--- src/rtl/alu_engine.sv ---
// Multi-cycle ALU responder: ADD/SUB direct, MUL shift-add, DIV restoring (unsigned).
// Latency: ADD/SUB done one cycle after accept; MUL/DIV done REG_SIZE+1 cycles after accept.
// Backpressure: requests seen while busy are dropped (never queued); results hold until the next done.
module alu_engine #(
  parameter int REG_SIZE = 8
) (
  input  logic                clk,
  input  logic                rst,
  input  logic [1:0]          alu_operation,
  input  logic [REG_SIZE-1:0] alu_op1,
  input  logic [REG_SIZE-1:0] alu_op2,
  input  logic                alu_req,
  output logic                alu_done,
  output logic [REG_SIZE-1:0] alu_res,
  output logic [REG_SIZE-1:0] alu_rem,
  output logic                alu_busy,
  output logic                alu_div_zero
);

  localparam int CW = $clog2(REG_SIZE + 1);

  localparam logic [1:0] OP_ADD = 2'b00;
  localparam logic [1:0] OP_SUB = 2'b01;
  localparam logic [1:0] OP_MUL = 2'b10;

  typedef enum logic [1:0] {
    S_IDLE = 2'b00,
    S_CALC = 2'b01,
    S_DONE = 2'b10
  } state_t;

  state_t              state_q, state_d;
  logic [1:0]          op_q, op_d;
  // MUL: multiplicand shifting left; DIV: dividend shifting out, quotient shifting in
  logic [REG_SIZE-1:0] a_q, a_d;
  // MUL: multiplier shifting right; DIV: divisor (constant)
  logic [REG_SIZE-1:0] b_q, b_d;
  // MUL: product accumulator; DIV: partial remainder
  logic [REG_SIZE-1:0] acc_q, acc_d;
  logic [CW-1:0]       cnt_q, cnt_d;
  logic [REG_SIZE-1:0] res_q, res_d;
  logic [REG_SIZE-1:0] rem_q, rem_d;
  logic                dz_q, dz_d;
  // Shifted remainder needs one extra bit: remainder < divisor can still overflow when doubled
  logic [REG_SIZE:0]   rs;

  // Next-state, datapath iteration and result capture
  always_comb begin
    state_d = state_q;
    op_d    = op_q;
    a_d     = a_q;
    b_d     = b_q;
    acc_d   = acc_q;
    cnt_d   = cnt_q;
    res_d   = res_q;
    rem_d   = rem_q;
    dz_d    = dz_q;
    rs      = '0;

    case (state_q)
      S_IDLE: begin
        if (alu_req) begin
          op_d  = alu_operation;
          a_d   = alu_op1;
          b_d   = alu_op2;
          acc_d = '0;
          cnt_d = CW'(REG_SIZE);
          dz_d  = 1'b0;
          case (alu_operation)
            OP_ADD: begin
              res_d   = alu_op1 + alu_op2;
              rem_d   = '0;
              state_d = S_DONE;
            end
            OP_SUB: begin
              res_d   = alu_op1 - alu_op2;
              rem_d   = '0;
              state_d = S_DONE;
            end
            default: state_d = S_CALC;
          endcase
        end
      end

      S_CALC: begin
        cnt_d = cnt_q - CW'(1);
        if (op_q == OP_MUL) begin
          if (b_q[0]) acc_d = acc_q + a_q;
          a_d = a_q << 1;
          b_d = b_q >> 1;
        end else begin
          rs = {acc_q, a_q[REG_SIZE-1]};
          if (rs >= {1'b0, b_q}) begin
            // Difference is below the divisor, so the low bits are exact
            acc_d = rs[REG_SIZE-1:0] - b_q;
            a_d   = {a_q[REG_SIZE-2:0], 1'b1};
          end else begin
            acc_d = rs[REG_SIZE-1:0];
            a_d   = {a_q[REG_SIZE-2:0], 1'b0};
          end
        end
        if (cnt_q == CW'(1)) begin
          state_d = S_DONE;
          if (op_q == OP_MUL) begin
            res_d = acc_d;
            rem_d = '0;
          end else begin
            res_d = a_d;
            rem_d = acc_d;
            dz_d  = (b_q == '0);
          end
        end
      end

      S_DONE:  state_d = S_IDLE;
      default: state_d = S_IDLE;
    endcase
  end

  // State and datapath registers; reset abandons any operation in flight
  always_ff @(posedge clk or negedge rst) begin
    if (!rst) begin
      state_q <= S_IDLE;
      op_q    <= '0;
      a_q     <= '0;
      b_q     <= '0;
      acc_q   <= '0;
      cnt_q   <= '0;
      res_q   <= '0;
      rem_q   <= '0;
      dz_q    <= 1'b0;
    end else begin
      state_q <= state_d;
      op_q    <= op_d;
      a_q     <= a_d;
      b_q     <= b_d;
      acc_q   <= acc_d;
      cnt_q   <= cnt_d;
      res_q   <= res_d;
      rem_q   <= rem_d;
      dz_q    <= dz_d;
    end
  end

  assign alu_done     = (state_q == S_DONE);
  assign alu_busy     = (state_q != S_IDLE);
  assign alu_res      = res_q;
  assign alu_rem      = rem_q;
  assign alu_div_zero = dz_q;

endmodule
--- config.mk ---
export PLATFORM = sky130hd
export DESIGN_NAME = alu_engine
export DESIGN_NICKNAME = d
export VERILOG_FILES = /design/src/rtl/alu_engine.sv
export SDC_FILE = /design/constraint.sdc
export NUM_CORES = 1
export LEC_CHECK = 0
export CORE_MARGIN = 4
export CORE_UTILIZATION = 30
export CTS_CLUSTER_DIAMETER = 150
export DETAILED_ROUTE_END_ITERATION = 10
export SYNTH_ARGS = -nofsm -noshare
export SYNTH_HDL_FRONTEND = slang
export SYNTH_SLANG_ARGS = --single-unit
--- constraint.sdc ---
create_clock -name clk -period 2.25 [get_ports clk]
set_clock_uncertainty 0.1 [all_clocks]
set_input_delay 0.45 -clock clk [delete_from_list [all_inputs] [get_ports clk]]
set_output_delay 0.45 -clock clk [all_outputs]
set_load 0.02 [all_outputs]
== After elaboration in Yosys (flattened, before gate mapping) ==
Index checks and enable logic that the tools add are counted.
Storage, ports and cells
  logic and storage cells: 71
  register bits after elaboration: 49
  output and inout port bits: 19
  bits in writable memories: 0
  bits in read-only memories: 0
  memories: 0
  bits of input ports: 21
  bits in latches: 0
Operators by class
  shift operators: 0
  equal/unequal tests: 11
  bitwise logic cells: 0
  reductions and logical operators: 13
  order comparisons: 1
  multiply operators: 0
  divide/modulo/power cells: 0
  $add $sub $neg: 5
  muxes and demuxes: 32
Operator list (number)
  $mux W8: 14
  $pmux W8 S2: 6
  $add A8 B8 Y8: 2
  $sub A8 B8 Y8: 2
  $reduce_and A4 Y1: 3
  $ne A2 B2 Y1 const B: 5
  $ge A9 B8 Y1: 1
  $logic_not A8 Y1: 1
  $pmux W4 S2: 1
  $mux W2: 3
  $reduce_and A2 Y1: 3
  $mux W1: 5
  $eq A2 B1 Y1 const B: 2
  $eq A2 B2 Y1 const B: 2
  $eq A4 B1 Y1 const B: 1
  $logic_not A2 Y1: 2
  $mux W4: 1
  $pmux W2 S2: 1
  $reduce_bool A2 Y1: 2
  $sub A4 B1 Y4 const B: 1
  $ne A3 B1 Y1 const B: 1
  $reduce_and A3 Y1: 1
  $pmux W1 S2: 1
  $reduce_or A2 Y1: 1

== Depth between registers and ports, before layout ==
  depth in word-level cells: 6
  depth in mapped cells: 11
  mapped depth without buffers: 11

== Worst setup path before layout ==
No wires, ideal clock.
  path kind: input-to-reg
  start: in alu_operation[0]
  end: reg res_q[6] (netlist: alu_res[6])
  arrival time: 2.400 ns
  stages on the path: 10
  path slack: -0.336 ns
  required time: 2.063 ns
  setup time: 0.087 ns
  cell sequence: nor2b_1 -> clkbuf_1 -> mux2i_1 -> fa_1 -> a21o_1 -> a21oi_1 -> nor2b_1 -> o21ai_0 -> mux2_2 -> o211ai_1
On the way
  cells in the longest elaborated chain, start to end: 4
Ends and longest elaborated chain
  start: declaration: line 9  | input logic [1:0] alu_operation,
  $eq A2 B1 Y1 / $logic_not A2 Y1 (equally long branches): line 69  | case (alu_operation)
  $pmux W8 S2: line 69
  $mux W8: line 62  | if (alu_req) begin
  $pmux W8 S2: line 60  | case (state_q)
  end signal: assignment: line 139  | res_q <= res_d;
  end: declaration: line 41  | logic [REG_SIZE-1:0] res_q, res_d;
Parallel ways exist; a longest one is shown, timed or not. The select of a mux whose other input is x is not followed.
A chain may end at the register's enable or synchronous reset.

== Worst setup path after layout ==
  start: in alu_operation[1]
  end: reg res_q[7] (netlist: alu_res[7])
Same word-level chain as after synthesis.

==> results list <==
- For this run, the top clock speed supported by timing is ~0.42 GHz.
- Combinational cell fraction of total power: a little under three quarters
* TritonCTS clock tree: built
* Power share of the clock group: roughly a tenth
- Endpoint of the most critical register-to-register path: acc_q[6]
- The area growth from synthesis to layout is 52.7%.
* Maximum number of pins on one net before global-route repair: 50
- Hold violation count in the final report: 0
* Number of standard-cell rows in the floorplan: 39
- Final global-route overflow total: 0
- Startpoint types: input pin
* Synthesized-area fraction occupied by ao, oa, aoi and oai cells: about 22%
* Drt pass-1 iters: 5
- Counting flops with a built-in enable in the synthesized netlist gives 0.
- Via count of the first global-routing pass: 3,496
- After Yosys synthesis, and, or, nand and nor cells account for about a fifth of the synthesized area.
* Number of clock sinks: 49
- Dividing the final minimum period by the clock period gives 106%.
* Synthesized area: about 3500 µm²
* H-tree depth reported by CTS: 2
* Synth warn: 0
- For this run, the post-layout net count is 589.
- In this run, the number of DRC markers left after iteration 0 of detailed routing was roughly 260.
- During placement, the flow inserted port buffers numbering 39.
- Of the cells placed in the final design, the portion with a size suffix greater than 1 is approximately a third.
- Post-detailed-placement half-perimeter wirelength: between 8000 and 9000 µm
* Final max-slew violation count: 0
- The worst setup path is captured at a flop.
- Net switching is 44.4% of the power.
- VDD sags by at most 0.931 mV.
* Slew margin rel.: between 50% and 60%
- Counting cells, the worst reg-to-reg path comes to 10.
- Worst min path class: in -> async
- Cell Area, Placed: 4640 µm²
* Clock buffers created by TritonCTS: 5
- The first global-routing pass estimated ~18,000 µm of wire.
* Post-route DRC: 0
- For this configuration, the core starts out at a cell density of just over 30%.
* Final std cell area, no fill: 5380 µm²
- The number of antenna violations at the first check in global routing is 0.
- Final critical-path required period: approximately 2.4 ns
* Largest family of logic cells by synthesized area: compound AO/OA/AOI/OAI gates
- Combined global-route utilization of all metal layers: 16.9%
* Clock Latency Late Sink: around 0.3 ns
* Core Region: roughly 11,000 µm²
* Root buffer selected by CTS: sky130_fd_sc_hd__clkbuf_16
- The critical path is of the in -> reg type.
- For this block, the routed nets add up to 11,400 µm of wire.
- The clock passes through at most 2 buffers.
- The number of antenna diodes in the final layout is 0.
* Final WS setup: -0.133 ns
- Vertical die dimension: 116 µm
- The tool flagged a number of max-cap violations equal to 0.
- Setup repair after global routing could not meet its margin everywhere.
- Arr. time, crit path: between 2 and 2.5 ns
* Biggest fanout along the worst timing path: 6
- Dividing total power by cell area gives a power density of between 1500 and 2000 nW/µm².
- R2R Setup Slk: -0.06 ns
- The final reports fail on negative setup slack.
* Residual antenna-violating net count after detailed routing: 0
- Leakage power: 0.00238 µW
- Average detailed-routed wire length per instance: 16.7 µm
- Across all layers, the routed design uses 3,518 vias.
- Width of the die: about 120 µm
- Cell-internal power: around 4900 µW
- Yosys mapped the design onto 55 distinct sky130hd cell types.
- Xor/xnor cell area share of the yosys netlist: approximately 4.2%
- Net switching power: 3920 µW
- The run finished, with violations left.
- I/O pin cnt: 40
- For the pin with the worst max-slew slack, the measured transition is around 0.66 ns.
* Fraction of the mapped netlist area in adder cells: about a tenth
- The congestion estimate from routability-driven global placement came to roughly 0.8.
- In this run the critical register-to-register path is launched from a_q[7].
* Die area: approximately 14,000 µm²
* Endpoints failing setup: 4
* Required time at the worst-slack endpoint: 2.32 ns
- After clock tree synthesis, the clock-pin slew on the worst setup and hold paths is roughly 0.070 ns.
- In this run the mean area of a mapped cell was about 8.4 µm².
- Synthesis handed over a netlist of 419 instances.
- In the synthesized netlist the async set-or-reset flop fraction comes to between 90% and 100%.
* Total of flip-flops plus latches after synthesis: between 40 and 50
- Finished Core Util: approximately 47%
- Number of hold buffers added after CTS: 0
* Per-cell via count in the routed design: between 5 and 6
- Total nets after synthesis: between 400 and 500
- The most used flip-flop cell after synthesis is sky130_fd_sc_hd__dfrtp_1.
- The portion of synthesized area spent on multiplexers is around 3.4%.
- Seq pwr share: about a fifth
- Sequential element share of the synthesized area: about a third
-- per-stage QoR --
stage / total power, µW / setup WS [ns] / hold WS [ns] / std cells / TNS [ns]
floorplan: 4640 / -0.203 / 0.0544 / 419 / -0.397
finish: 8820 / -0.133 / 0.157 / 684 / -0.340
global placement: 6490 / -0.931 / 0.361 / 659 / -5.36
CTS: 7750 / -0.163 / 0.192 / 674 / -0.383
global route: 9500 / -0.236 / 0.213 / 684 / -0.845
detailed placement: 6580 / -0.969 / 0.369 / 659 / -5.54
-- timing repair --
action	CTS	global route
hold endpoints to repair	0	0
cloned	0	1
gates resized for setup	75	53
pin swaps	30	18
endpoints found under the setup margin	12	16
buffers inserted	7	10
-- critical path, stage by stage --
cell and delay (ns):
sky130_fd_sc_hd__buf_2 0.12, sky130_fd_sc_hd__nor2b_4 0.10, sky130_fd_sc_hd__buf_6 0.13, sky130_fd_sc_hd__mux2i_4 0.26, sky130_fd_sc_hd__ha_1 0.26, sky130_fd_sc_hd__nor2b_4 0.13, sky130_fd_sc_hd__o31a_1 0.34, sky130_fd_sc_hd__o22a_1 0.20
sky130_fd_sc_hd__xnor2_1 0.14, sky130_fd_sc_hd__a221oi_2 0.23, sky130_fd_sc_hd__a2bb2oi_1 0.10
-- cell type report --
type	count	area [µm²]
fillers	1088	6080
repair buffers	132	1120
clock inverters	3	46.3
clock buffers	5	125
inverters	24	90.1
multi-input cells	328	2590
flip-flops and latches	49	1230
well taps	143	179
-- synth_stat cells (all sizes together) (2+ instances only) --
library cell	instances	area, µm²
xnor2	13	114
nand2	64	240
o2111ai	2	17.5
ha	25	313
a21oi	21	105
o22ai	3	18.8
o21ai	32	160
a311oi	2	17.5
nor2b	11	68.8
nor3	8	40.0
inv	24	90.1
nand2b	7	43.8
a22oi	9	67.6
o221ai	2	17.5
xor2	4	35.0
a211o	2	17.5
fa	3	60.1
a211oi	5	37.5
nor4	4	25.0
a311o	2	21.3
and2	3	18.8
nand3	6	30.0
clkbuf	13	48.8
dfrtp	49	1230
nor2	37	139
a22o	2	17.5
a21o	6	45.0
mux2i	11	110
o31ai	3	22.5
and3	2	12.5
a2bb2oi	3	26.3
o21a	3	22.5
buf	5	42.5
nand3b	3	22.5
a31oi	13	81.3
-- registers in the layout, indices dropped and copies added, names as in the netlist --
signal / flops
alu_rem: 8
state_q: 2
acc_q: 8
cnt_q: 4
b_q: 8
alu_res: 8
op_q: 2
a_q: 8
alu_div_zero: 1
-- power groups by stage --
stage	sequential, µW	combinational, µW	clock [µW]
detailed placement	1650	4930	0
floorplan	1770	2870	0
global route	1720	6830	946
finish	1670	6260	886
global placement	1640	4850	0
CTS	1650	5190	907
-- worst max path at each step --
stage	start	end	cells past startpoint
6_report	alu_operation[1]	alu_res[7]	11
5_1_grt	alu_operation[0]	alu_res[7]	12
4_1_cts	alu_operation[0]	alu_res[7]	12
3_5_place_dp	alu_op2[0]	alu_res[7]	11
3_3_place_gp	alu_op2[0]	alu_res[3]	11
2_1_floorplan	alu_operation[0]	alu_res[7]	10
-- cells by family (layout without fill, tap and decap cells) --
kind of cell	count (synthesis)	in the layout
simple gates	152	152
compound gates	119	119
flops	49	49
buf+inv	42	164
fa+ha+maj	28	28
xor+xnor	17	17
mux	12	12
-- cell usage in the layout, fill, tap and decap left out, types with 4 or more instances in the layout --
| master | netlist | layout |
|---|---|---|
| sky130_fd_sc_hd__nand2_1 | 64 | 63 |
| sky130_fd_sc_hd__buf_6 | 2 | 6 |
| sky130_fd_sc_hd__ha_4 | 0 | 11 |
| sky130_fd_sc_hd__nor2b_1 | 11 | 5 |
| sky130_fd_sc_hd__a21oi_2 | 0 | 7 |
| sky130_fd_sc_hd__ha_2 | 0 | 4 |
| sky130_fd_sc_hd__mux2i_1 | 11 | 6 |
| sky130_fd_sc_hd__a22oi_1 | 9 | 9 |
| sky130_fd_sc_hd__inv_2 | 0 | 6 |
| sky130_fd_sc_hd__nor2b_4 | 0 | 5 |
| sky130_fd_sc_hd__dfrtp_1 | 49 | 47 |
| sky130_fd_sc_hd__a21oi_1 | 21 | 14 |
| sky130_fd_sc_hd__mux2i_4 | 0 | 4 |
| sky130_fd_sc_hd__nor2_1 | 37 | 37 |
| sky130_fd_sc_hd__clkdlybuf4s50_1 | 0 | 29 |
| sky130_fd_sc_hd__clkbuf_16 | 0 | 5 |
| sky130_fd_sc_hd__nand2b_1 | 7 | 7 |
| sky130_fd_sc_hd__buf_4 | 2 | 86 |
| sky130_fd_sc_hd__nand3_1 | 6 | 5 |
| sky130_fd_sc_hd__xnor2_1 | 13 | 11 |
| sky130_fd_sc_hd__ha_1 | 25 | 10 |
| sky130_fd_sc_hd__xor2_1 | 4 | 4 |
| sky130_fd_sc_hd__o21ai_0 | 32 | 22 |
| sky130_fd_sc_hd__a31oi_1 | 13 | 9 |
| sky130_fd_sc_hd__nor4_1 | 4 | 4 |
| sky130_fd_sc_hd__o21ai_1 | 0 | 9 |
| sky130_fd_sc_hd__buf_2 | 1 | 5 |
| sky130_fd_sc_hd__nor3_1 | 8 | 6 |
| sky130_fd_sc_hd__inv_1 | 24 | 18 |
| sky130_fd_sc_hd__a21o_1 | 6 | 6 |
-- per-layer routing --
layer / track usage (%) / part of all wire (%) / wire (µm)
met5: 0 / 0 / 0
met4: 4.18 / 1.0 / 117
met3: 3.26 / 6.3 / 725
met2: 27.1 / 48 / 5450
met1: 23.5 / 45 / 5150
Power figures use the tool's default switching activity.
